<file path="config.mk">
export PLATFORM = sky130hd
export DESIGN_NAME = uart_tx_arbiter
export DESIGN_NICKNAME = d
export VERILOG_FILES = /design/src/rtl/uart_tx_arbiter.sv
export SDC_FILE = /design/constraint.sdc
export NUM_CORES = 1
export LEC_CHECK = 0
export CAP_MARGIN = 25
export CELL_PAD_IN_SITES_DETAIL_PLACEMENT = 1
export CELL_PAD_IN_SITES_GLOBAL_PLACEMENT = 2
export CORE_MARGIN = 1
export CORE_UTILIZATION = 23
export DETAILED_ROUTE_END_ITERATION = 10
export PLACE_DENSITY = 0.8
export SLEW_MARGIN = 20
export SYNTH_ARGS = -nofsm -noshare
export SYNTH_HDL_FRONTEND = slang
export SYNTH_SLANG_ARGS = --single-unit
</file>
<file path="constraint.sdc">
create_clock -name clk -period 2.6 [get_ports clk]
set_clock_uncertainty 0.15 [all_clocks]
set_input_delay 0.26 -clock clk [delete_from_list [all_inputs] [get_ports clk]]
set_output_delay 0.26 -clock clk [all_outputs]
set_load 0.01 [all_outputs]
</file>
<file path="src/rtl/uart_tx_arbiter.sv">
// Round-robin arbiter sharing one tick-based 8N1 UART transmitter among N_REQ byte sources,
// with optional lock bursts. Define ARB_TIMEOUT_EN to add a WAIT watchdog that pulses err.
module uart_tx_arbiter #(
    parameter int N_REQ       = 4,
    parameter int D_BIT       = 8,
    parameter int MAX_BURST   = 16,
    parameter int TIMEOUT_CYC = 4096
) (
    input  logic                       clk,
    input  logic                       rst,
    input  logic [N_REQ-1:0]           req,
    input  logic [N_REQ*D_BIT-1:0]     req_data,
    input  logic [N_REQ-1:0]           lock,
    output logic [N_REQ-1:0]           grant,
    output logic [$clog2(N_REQ)-1:0]   owner,
    output logic                       tx_start,
    output logic [D_BIT-1:0]           tx_din,
    input  logic                       tx_done,
    output logic                       busy,
    output logic                       err
);

    localparam int OW = $clog2(N_REQ);
    localparam int BW = $clog2(MAX_BURST + 1);

    typedef enum logic {IDLE, WAIT} state_e;

    state_e           state_q, state_d;
    logic [N_REQ-1:0] grant_q, grant_d;
    logic             txStart_q, txStart_d;
    logic [D_BIT-1:0] txDin_q, txDin_d;
    logic [OW-1:0]    owner_q, owner_d;
    logic [BW-1:0]    burstCnt_q, burstCnt_d;
    logic             busy_q, busy_d;
    logic [OW-1:0]    winner;
    logic             doneValid;
    logic             reload;
    logic             timeoutHit;

    function automatic logic [OW-1:0] rrIndex(input logic [OW-1:0] base, input int off);
        int sum;
        sum = (int'(base) + off) % N_REQ;
        return sum[OW-1:0];
    endfunction

    // Scanning farthest-first lets the nearest requester after the owner overwrite the others.
    always_comb begin
        winner = owner_q;
        for (int off = N_REQ; off >= 1; off--) begin
            if (req[rrIndex(owner_q, off)]) begin
                winner = rrIndex(owner_q, off);
            end
        end
    end

    // A done pulse coinciding with our own start pulse belongs to no frame of ours.
    assign doneValid = (state_q == WAIT) && tx_done && !txStart_q;
    assign reload    = doneValid && req[owner_q] && lock[owner_q] &&
                       (burstCnt_q < BW'(MAX_BURST));

`ifdef ARB_TIMEOUT_EN
    localparam int TW = $clog2(TIMEOUT_CYC);

    logic [TW-1:0] toCnt_q, toCnt_d;
    logic          err_q, err_d;

    assign timeoutHit = (state_q == WAIT) && !doneValid && (toCnt_q == TW'(TIMEOUT_CYC - 1));

    always_comb begin
        err_d = timeoutHit;
        if (txStart_d) begin
            toCnt_d = '0;
        end else if ((state_q == WAIT) && !timeoutHit) begin
            toCnt_d = toCnt_q + 1'b1;
        end else begin
            toCnt_d = '0;
        end
    end

    always_ff @(posedge clk or posedge rst) begin
        if (rst) begin
            toCnt_q <= '0;
            err_q   <= 1'b0;
        end else begin
            toCnt_q <= toCnt_d;
            err_q   <= err_d;
        end
    end

    assign err = err_q;
`else
    assign timeoutHit = 1'b0;
    assign err        = 1'b0;
`endif

    always_ff @(posedge clk or posedge rst) begin
        if (rst) begin
            state_q    <= IDLE;
            grant_q    <= '0;
            txStart_q  <= 1'b0;
            txDin_q    <= '0;
            owner_q    <= OW'(N_REQ - 1);
            burstCnt_q <= '0;
            busy_q     <= 1'b0;
        end else begin
            state_q    <= state_d;
            grant_q    <= grant_d;
            txStart_q  <= txStart_d;
            txDin_q    <= txDin_d;
            owner_q    <= owner_d;
            burstCnt_q <= burstCnt_d;
            busy_q     <= busy_d;
        end
    end

    always_comb begin
        state_d = state_q;
        case (state_q)
            IDLE:    if (|req) state_d = WAIT;
            WAIT:    if ((doneValid && !reload) || timeoutHit) state_d = IDLE;
            default: state_d = IDLE;
        endcase
    end

    // owner is left alone on release so it doubles as the round-robin pointer.
    always_comb begin
        grant_d    = '0;
        txStart_d  = 1'b0;
        txDin_d    = txDin_q;
        owner_d    = owner_q;
        burstCnt_d = burstCnt_q;
        busy_d     = (state_d == WAIT);
        if ((state_q == IDLE) && (|req)) begin
            grant_d[winner] = 1'b1;
            txStart_d       = 1'b1;
            txDin_d         = req_data[winner*D_BIT +: D_BIT];
            owner_d         = winner;
            burstCnt_d      = BW'(1);
        end else if (reload) begin
            grant_d[owner_q] = 1'b1;
            txStart_d        = 1'b1;
            txDin_d          = req_data[owner_q*D_BIT +: D_BIT];
            burstCnt_d       = burstCnt_q + 1'b1;
        end
    end

    assign grant    = grant_q;
    assign owner    = owner_q;
    assign tx_start = txStart_q;
    assign tx_din   = txDin_q;
    assign busy     = busy_q;

endmodule

</file>
=== Word level (Yosys, flattened, before mapping) ===
Index checks and enable logic that the tools add are counted.
W data, S select, Z words.

* Bits in registers: 21
* Input port bits: 43
* Output and inout bits: 17
* Logic and storage cells: 67

* Add/sub/neg operators: 5
* $lt $le $gt $ge: 9
* Shifts and indexed selects: 2
* Muxes and demuxes: 31
* Bitwise operators: 1
* Reductions and logical operators: 13

{| class="wikitable"
|+ Operator list
! kind !! count
|-
| $shiftx A32 B6 Y8 || 2
|-
| $lt A2 B3 Y1 const B || 6
|-
| $mux W8 || 2
|-
| $bmux W1 S2 || 6
|-
| $mux W1 || 12
|-
| $mux W5 || 2
|-
| $logic_and A1 B1 Y1 || 9
|-
| $mux W2 || 4
|-
| $mux W4 || 2
|-
| $add A5 B1 Y5 const B || 1
|-
| $lt A5 B5 Y1 const B || 1
|-
| $add A2 B1 Y2 const B || 2
|-
| $add A2 B2 Y2 const B || 2
|-
| $demux W1 S2 || 2
|-
| $ge A2 B1 Y1 const B || 2
|-
| $reduce_or A4 Y1 || 1
|-
| $logic_not A1 Y1 || 2
|-
| $pmux W1 S2 || 1
|-
| $reduce_bool A2 Y1 || 1
|-
| $not A1 Y1 || 1
|}

=== Longest topological paths before layout ===
Gate-level depths: netlist (run 1).

* Depth after elaboration: 12
* Depth in mapped cells: 10
* Mapped depth without buffers: 8

=== Worst setup path before layout (run 1) ===
OpenSTA, ideal clock, no wires.

* Path kind: register to register
* From: register owner_q[0], in the netlist owner[0]
* To: register txDin_q[0], in the netlist tx_din[0]
* Setup time: 146 ps
* Data arrival time: 2498 ps
* Slack: -193 ps
* Cell stages (with the launch flop): 11
* Path buffers: 2
* Clock period less this slack: 2793 ps
* Cells stage by stage: dfstp_2 -> buf_6 -> inv_1 -> ha_1 -> mux4_1 -> nor2b_1 -> nor2_1 -> a2bb2oi_1 -> and2_1 -> buf_4 -> a221oi_2

* Longest elaborated chain between the ends: 9

{| class="wikitable"
|+ Ends and longest elaborated chain
! element !! line !! text
|-
| from (decl) || 32 || <nowiki>logic [OW-1:0] owner_q, owner_d;</nowiki>
|-
| from (signal assigned) || 102 || <nowiki>owner_q <= OW'(N_REQ - 1);</nowiki>
|-
| from (signal assigned) || 110 || <nowiki>owner_q <= owner_d;</nowiki>
|-
| $add A2 B1 Y2 || 42 || <nowiki>sum = (int'(base) + off) % N_REQ;</nowiki>
|-
| $bmux W1 S2 || 50 || <nowiki>if (req[rrIndex(owner_q, off)]) begin</nowiki>
|-
| $mux W1 (not written as such) || 50 ||
|-
| $mux W2 (4 in series) || 50 ||
|-
| $shiftx A32 B6 Y8 || 136 || <nowiki>txDin_d = req_data[winner*D_BIT +: D_BIT];</nowiki>
|-
| $mux W8 || 133 || <nowiki>if ((state_q == IDLE) && (|req)) begin</nowiki>
|-
| to (signal assigned) || 109 || <nowiki>txDin_q <= txDin_d;</nowiki>
|-
| to (decl) || 31 || <nowiki>logic [D_BIT-1:0] txDin_q, txDin_d;</nowiki>
|}

Parallel ways exist; a longest one is shown, timed or not. The select of a mux whose other input is x is not followed.
A chain may end at the register's enable or synchronous reset.

=== Final worst setup path (run 1) ===
Same ends and word-level chain as after synthesis.

==> results of run 1 <==
==> registers in the layout, indices dropped and copies added, names as in the netlist <==
register,cells
tx_start,1
grant,4
owner,2
burstCnt_q,5
busy,1
tx_din,8
==> cells by family after synthesis <==
| group | after synthesis |
|---|---|
| AND/OR/NAND/NOR | 38 |
| AO/OA/AOI/OAI | 26 |
| multiplexers | 24 |
| flip-flops | 21 |
| buffers and inverters | 14 |
| adder cells (fa/ha/maj) | 5 |
| XOR/XNOR | 4 |
| other | 1 |
==> cell type report <==
type | count | area, sq um
clock buffers | 3 | 41.3
multi-input cells | 98 | 896
repair buffers | 81 | 801
fillers | 690 | 3560
well taps | 75 | 93.8
inverters | 7 | 26.3
flip-flops and latches | 21 | 528
clock inverters | 1 | 5.00
==> cells in the final DEF, fill, tap and decap left out, types with 6 or more instances in the layout <==
cell / n
mux2i_1: 12
o21ai_0: 7
buf_4: 20
dfrtp_1: 19
inv_1: 6
nor2_1: 18
a221oi_2: 8
nand2_1: 8
clkdlybuf4s50_1: 58
==> timing repair <==
action                                  in CTS  in global routing
pin swaps                                    1                  0
setup buffers                                2                  1
gates resized for setup                      6                 10
endpoints found under the setup margin       8                  8
gates cloned                                 0                  2
==> routing by layer <==
metal	wire length, um	vias to the layer above	global-route usage [%]
li1	-	636	-
met1	1780	649	16.4
met2	2090	42	22.4
met3	245	5	4.72
met4	26	0	2.14
met5	0	-	0
==> power groups by stage <==
stage	logic (mW)	registers (mW)	clock network [mW]
floorplan	1.07	0.613	0
global placement	1.69	0.561	0
detailed placement	1.72	0.563	0
CTS	1.79	0.557	0.228
global route	2.19	0.574	0.240
finish	2.03	0.556	0.221
==> critical path, stage by stage, from the launching register on <==
cell       delay, ns
dfstp_2         0.60
inv_2           0.07
ha_4            0.29
mux4_2          0.33
a311oi_2        0.23
a21o_2          0.27
clkbuf_16       0.21
mux2i_4         0.24
a221oi_2        0.08
==> worst max-delay path by stage <==
stage / startpoint / to / depth (start not counted)
after floorplan: owner[0] / tx_din[5] / 10
after global placement: req[1] / tx_din[2] / 7
after detailed placement: req[1] / tx_din[2] / 7
after CTS: owner[0] / tx_din[2] / 8
after global routing: owner[0] / tx_din[0] / 8
final: owner[0] / tx_din[0] / 8
==> per-stage QoR <==
step | cell area (sq um) | setup TNS (ns) | power [mW]
global route | 2390 | -1.06 | 3.00
CTS | 2290 | -0.0171 | 2.58
finish | 2390 | -0.0526 | 2.80
detailed placement | 2200 | -1.32 | 2.28
global placement | 2200 | -1.19 | 2.25
floorplan | 1450 | -0.602 | 1.69
==> parameters.txt, run 1 <==
Parameter                              Value

Outcome
  Result of the run ... finished, violations left
  Violated checks ... setup timing

Floorplanning
  Core Region ... 0.00596 sq mm
  Die Footprint ... 0.00653 sq mm
  Die span in x ... 80.8 um
  Floorplan die height ... 80.8 um
  Effective utilization at floorplan ... 24.0%
  Number of placement rows ... 28
  I/O pins ... 60

Power and ir drop
  Peak supply drop ... 0.508 mV
  Switching power share of the total ... 39.3%
  Cell internal power dissipation ... 1.70 mW
  Clock share of power ... 7.9%
  Total net switching power ... 1.10 mW
  Leakage power of the design ... 0.996 nW
  Share of power burned in registers ... 19.8%
  Comb power frac ... 72.3%
  P per Cell Area ... 1170 mW/mm^2

STA
  Setup violations, final ... 5
  Ratio of final minimum period to clock period ... 101%
  Post-route worst setup slack ... -0.0186 ns
  Setup repair after global routing missed its margin ... yes
  Final max-slew violation count ... 0
  Transition time of the tightest slew-check pin ... 0.792 ns
  Relative slew slack ... 47.1%
  Achievable frequency ... 0.382 GHz
  Final Hold Slack ... 0.292 ns
  Final min period ... 2.62 ns
  Count of final hold-check violations ... 0

Synthesis
  Mapped Avg Cell Area ... 10.7 sq um
  XOR/XNOR Fraction of Synth Area ... 2.45%
  Largest cells by area after synthesis ... dfrtp_1 33%, mux2i_1 13%, a221oi_2 8.4%, nor2_1 4.7%, ha_1 4.4%
  Synthesized instance count ... 133
  Leading register cell type out of synthesis ... dfrtp_1
  Synthesized netlist net count ... 181
  Async set-or-reset flop fraction in the synthesized netlist ... 100%
  Warning count from the yosys run ... 0
  Yosys top cell area share ... 33.3%
  Top cell types by occurrence after synthesis ... 19 x dfrtp_1, 19 x mux2i_1, 18 x nor2_1
  Share of the synthesized area in compound gates (AO/OA/AOI/OAI) ... 17.3%
  Flop and latch count out of synthesis ... 21
  Cell Area, Synth ... 0.00143 sq mm
  Share of synthesized cell area in full adder, half adder and majority cells ... 4.38%
  Main combinational cell family by area after synthesis ... multiplexers
  Number of flops mapped to enable cells by yosys ... 0
  Count of unique library cells instantiated by Yosys ... 37
  Library cell with the largest summed area after synthesis ... dfrtp_1
  Proportion of synthesized area in mux cells ... 19.9%
  Share of the yosys chip area belonging to registers ... 37.0%
  Share of synthesized cell area in and, or, nand and nor gates ... 12.2%

Worst setup path
  Worst Path Arrival ... 2.61 ns
  Type of the worst setup path ... reg2reg
  Critical path startpoint category ... flop
  Reg-to-Reg Start ... owner[0]
  Maximum fanout along the worst path ... 8
  Worst EP required ... 2.59 ns
  FF-to-FF path depth ... 8
  End of the worst register-to-register path ... tx_din[0]
  Sort of element at the end of the critical path ... flop
  Register-to-register setup slack ... -0.02 ns

Route
  Final Routed Wirelength ... 4140 um
  Iteration count of the initial detailed-routing pass ... 4
  Final ANT Viol Nets ... 0
  Remaining DRCs ... 0
  Vias per std cell ... 4.66
  Via count ... 1332
  Violation count after the first detailed-route iteration ... 40
  Wire length per cell after detailed routing ... 14.5 um

Global routing
  Maximum number of pins on one net before global-route repair ... 22
  Global route overflow ... 0
  Wire length of the first global-routing pass ... 6630 um
  Number of global-route vias before repair ... 1398
  Gr usage total ... 13.3%
  Initial antenna violation count ... 0

Place
  Placed Cells incl. Taps ... 277
  Pre-CTS setup slack ... -0.182 ns
  Routability-driven placement congestion ratio ... 0.784
  IO Port Bufs ... 58
  Post-DP HPWL ... 3080 um

CTS
  Max H-tree Level ... 1
  CTS root buf ... clkbuf_8
  CTS tree ... done
  Sink Count ... 21
  CTS Buffer Depth ... 2
  Clock transition at the registers of the reported paths ... 0.08 ns
  Clock latency on the worst-skew pair ... 0.27 ns
  CTS Buf Count ... 3
  Number of buffers added to fix hold violations after cts ... 0

Finish
  Antenna cells ... 0
  Proportion of layout cells with a drive suffix above 1 ... 27.0%
  Post-layout instance count excluding filler cells ... 286
  Final net count ... 260
  Final core utilization ... 40.1%
  Area Overhead vs Synth ... 67.3%

Flow run
  Max-capacitance violation count ... 0

Hold path
  Type of the most critical hold path ... in2async
Power figures use the tool's default switching activity.
==> run 2: changes to the inputs <==
--- a/config.mk
+++ b/config.mk
@@ -10,6 +10,7 @@
 export CELL_PAD_IN_SITES_GLOBAL_PLACEMENT = 2
 export CORE_MARGIN = 1
 export CORE_UTILIZATION = 23
+export CTS_CLUSTER_DIAMETER = 120
 export DETAILED_ROUTE_END_ITERATION = 10
 export PLACE_DENSITY = 0.8
 export SLEW_MARGIN = 20
==> results of run 2 <==
No change in the layout: final DEF, timing and power equal those of run 1.
==> run 3: changes to the inputs <==
==> config.mk (replaced) <==
export PLATFORM = sky130hd
export DESIGN_NAME = uart_tx_arbiter
export DESIGN_NICKNAME = d
export VERILOG_FILES = /design/src/rtl/uart_tx_arbiter.sv
export SDC_FILE = /design/constraint.sdc
export NUM_CORES = 1
export LEC_CHECK = 0
export CAP_MARGIN = 20
export CELL_PAD_IN_SITES_DETAIL_PLACEMENT = 1
export CELL_PAD_IN_SITES_GLOBAL_PLACEMENT = 1
export CORE_MARGIN = 1
export CORE_UTILIZATION = 29
export CTS_CLUSTER_DIAMETER = 120
export DETAILED_ROUTE_END_ITERATION = 10
export PLACE_DENSITY = 0.81
export RECOVER_POWER = 25
export SLEW_MARGIN = 20
export SYNTH_ARGS = -nofsm -noshare
export SYNTH_HDL_FRONTEND = slang
export SYNTH_SLANG_ARGS = --single-unit
==> run 3 against run 2 <==
Effect of this change: the run now ends clean; utilization grew 9.4 points; register-to-register slack better by 0.099 ns; wire length grew 6.0%; count of clock-buffer cells in the layout increased by 1; critical path depth is the same; die area down 20%; highest routed layer unchanged.
==> parameters.txt, run 3 (synthesis gave the netlist of run 1 again) <==
Parameter                              Value

Place
  Placed cell area ... 0.00218 sq mm
  Placed Cells incl. Taps ... 268
  IO Port Bufs ... 58
  Routability-driven placement congestion ratio ... 0.726
  Post-DP HPWL ... 3290 um
  Pre-CTS setup slack ... -0.0888 ns

Flow run
  Max-capacitance violation count ... 0

Worst setup path
  Sort of element at the end of the critical path ... flop
  Worst Path Arrival ... 2.54 ns
  Critical path buffer and inverter count ... 2
  Crit-path leading delay family ... flip-flops
  Worst path max stage delay ... 0.57 ns
  Ordered list of cells on the worst path ... buf_12, mux4_1, nor2b_2, o21ai_2, a2bb2oi_4, and2_1, buf_4, a221oi_2
  Worst EP required ... 2.62 ns
  Maximum fanout along the worst path ... 10
  Type of the worst setup path ... reg2reg
  Critical path startpoint category ... flop
  Critical-path top delay cell ... dfstp_2

Route
  Vias per std cell ... 4.92
  Via count ... 1362
  Violation count after the first detailed-route iteration ... 41
  Final ANT Viol Nets ... 0
  Final Routed Wirelength ... 4390 um
  Wire length per cell after detailed routing ... 15.8 um
  Remaining DRCs ... 0
  Iteration count of the initial detailed-routing pass ... 4

Global routing
  Gr usage total ... 17.2%
  Initial antenna violation count ... 0
  Global route overflow ... 0
  Number of global-route vias before repair ... 1469
  Maximum number of pins on one net before global-route repair ... 22
  Wire length of the first global-routing pass ... 6920 um

Power and ir drop
  Leakage power of the design ... 0.980 nW
  Peak supply drop ... 0.453 mV
  Total chip power ... 2.74 mW
  P per Cell Area ... 1170 mW/mm^2

Outcome
  Result of the run ... finished clean

CTS
  CTS root buf ... clkbuf_8
  CTS Buffer Depth ... 2
  CTS Buf Count ... 3
  Clock latency on the worst-skew pair ... 0.26 ns
  Clock transition at the registers of the reported paths ... 0.08 ns
  Sink Count ... 21
  Max H-tree Level ... 1
  CTS tree ... done

STA
  Final min period ... 2.52 ns
  Final Hold Slack ... 0.358 ns
  Relative slew slack ... 46.5%
  Final max-slew violation count ... 0
  Post-route worst setup slack ... 0.0805 ns
  Achievable frequency ... 0.397 GHz
  Setup violations, final ... 0
  Count of final hold-check violations ... 0
  Ratio of final minimum period to clock period ... 96.9%
  Transition time of the tightest slew-check pin ... 0.801 ns
  Final-layout setup total negative slack ... 0 ns

Floorplanning
  Die Footprint ... 0.00521 sq mm
  Core Region ... 0.00472 sq mm
  I/O pins ... 60
  Effective utilization at floorplan ... 30.3%
  Die span in x ... 72.2 um
  Floorplan die height ... 72.2 um
  Number of placement rows ... 25

Finish
  Commonest non-fill, non-tap cell in the layout ... clkdlybuf4s50_1
  Proportion of layout cells with a drive suffix above 1 ... 26.7%
  Final net count ... 259
  Post-layout instance count excluding filler cells ... 277
  Antenna cells ... 0
  Area Overhead vs Synth ... 63.7%
  Final core utilization ... 49.5%
  Most frequent cells in the layout ... 57 x clkdlybuf4s50_1, 19 x dfrtp_1, 19 x buf_4
  Count of fill cells added during filler insertion ... 520
  Flip-flop count of the largest register after layout ... 8
  Post-route standard cell area excluding fillers ... 0.00234 sq mm

Hold path
  Type of the most critical hold path ... reg2reg
-- run 3: cell types whose count changed in the layout (fill, tap and decap cells not counted), moves of 2 or more --
cell,change
mux2i_2,+3
mux2i_4,-3
buf_6,+2
clkbuf_16,-2
-- run 3: final cells by class --
cell class	instances	area [sq um]	area share [%]
Multi-Input combinational cell	98	891	38.1
Timing Repair Buffer	80	766	32.7
Sequential cell	21	528	22.6
Tap cell	67	83.8	3.58
Clock buffer	4	45.0	1.93
Inverter	7	26.3	1.12
-- run 3: path summary, 6_finish.rpt --
kind	slack [ns]	to	cells after the start	from
min in group asynchronous	0.44	busy	2	rst
max reg2reg	0.08	tx_din[4]	8	owner[0]
max in group asynchronous	1.36	burstCnt_q[0]	2	rst
min	0.36	burstCnt_q[0]	1	burstCnt_q[0]
min reg2reg	0.36	burstCnt_q[0]	1	burstCnt_q[0]
max	0.08	tx_din[4]	8	owner[0]
-- run 3: worst register-to-register path: cells and delay by family, from the launching register on --
kind | cells | cell delay (ns)
compound gates | 3 | 0.49
buf+inv | 2 | 0.29
flops | 1 | 0.57
mux | 1 | 0.55
simple gates | 2 | 0.38
-- run 3: report_power, final --
part	internal [mW]	leakage (nW)	switching, mW
registers	0.469	0.251	0.0859
logic	1.05	0.706	0.922
clock network	0.109	0.0228	0.102
total	1.63	0.980	1.11
-- run 3: repair_timing --
action / CTS / global route
setup buffers: 1 / 4
resized for setup: 1 / 17
endpoints found under the setup margin: 8 / 8
hold buffers: 0 / 0
pin swaps: 1 / 2
-- run 3: metal layers --
layer / vias to the layer above / routed length (um) / GRT usage (%)
met3: 8 / 195 / 4.58
li1: 637 / - / -
met5: - / 0 / 0
met4: 0 / 68 / 4.58
met1: 676 / 1780 / 20.8
met2: 41 / 2340 / 30.1
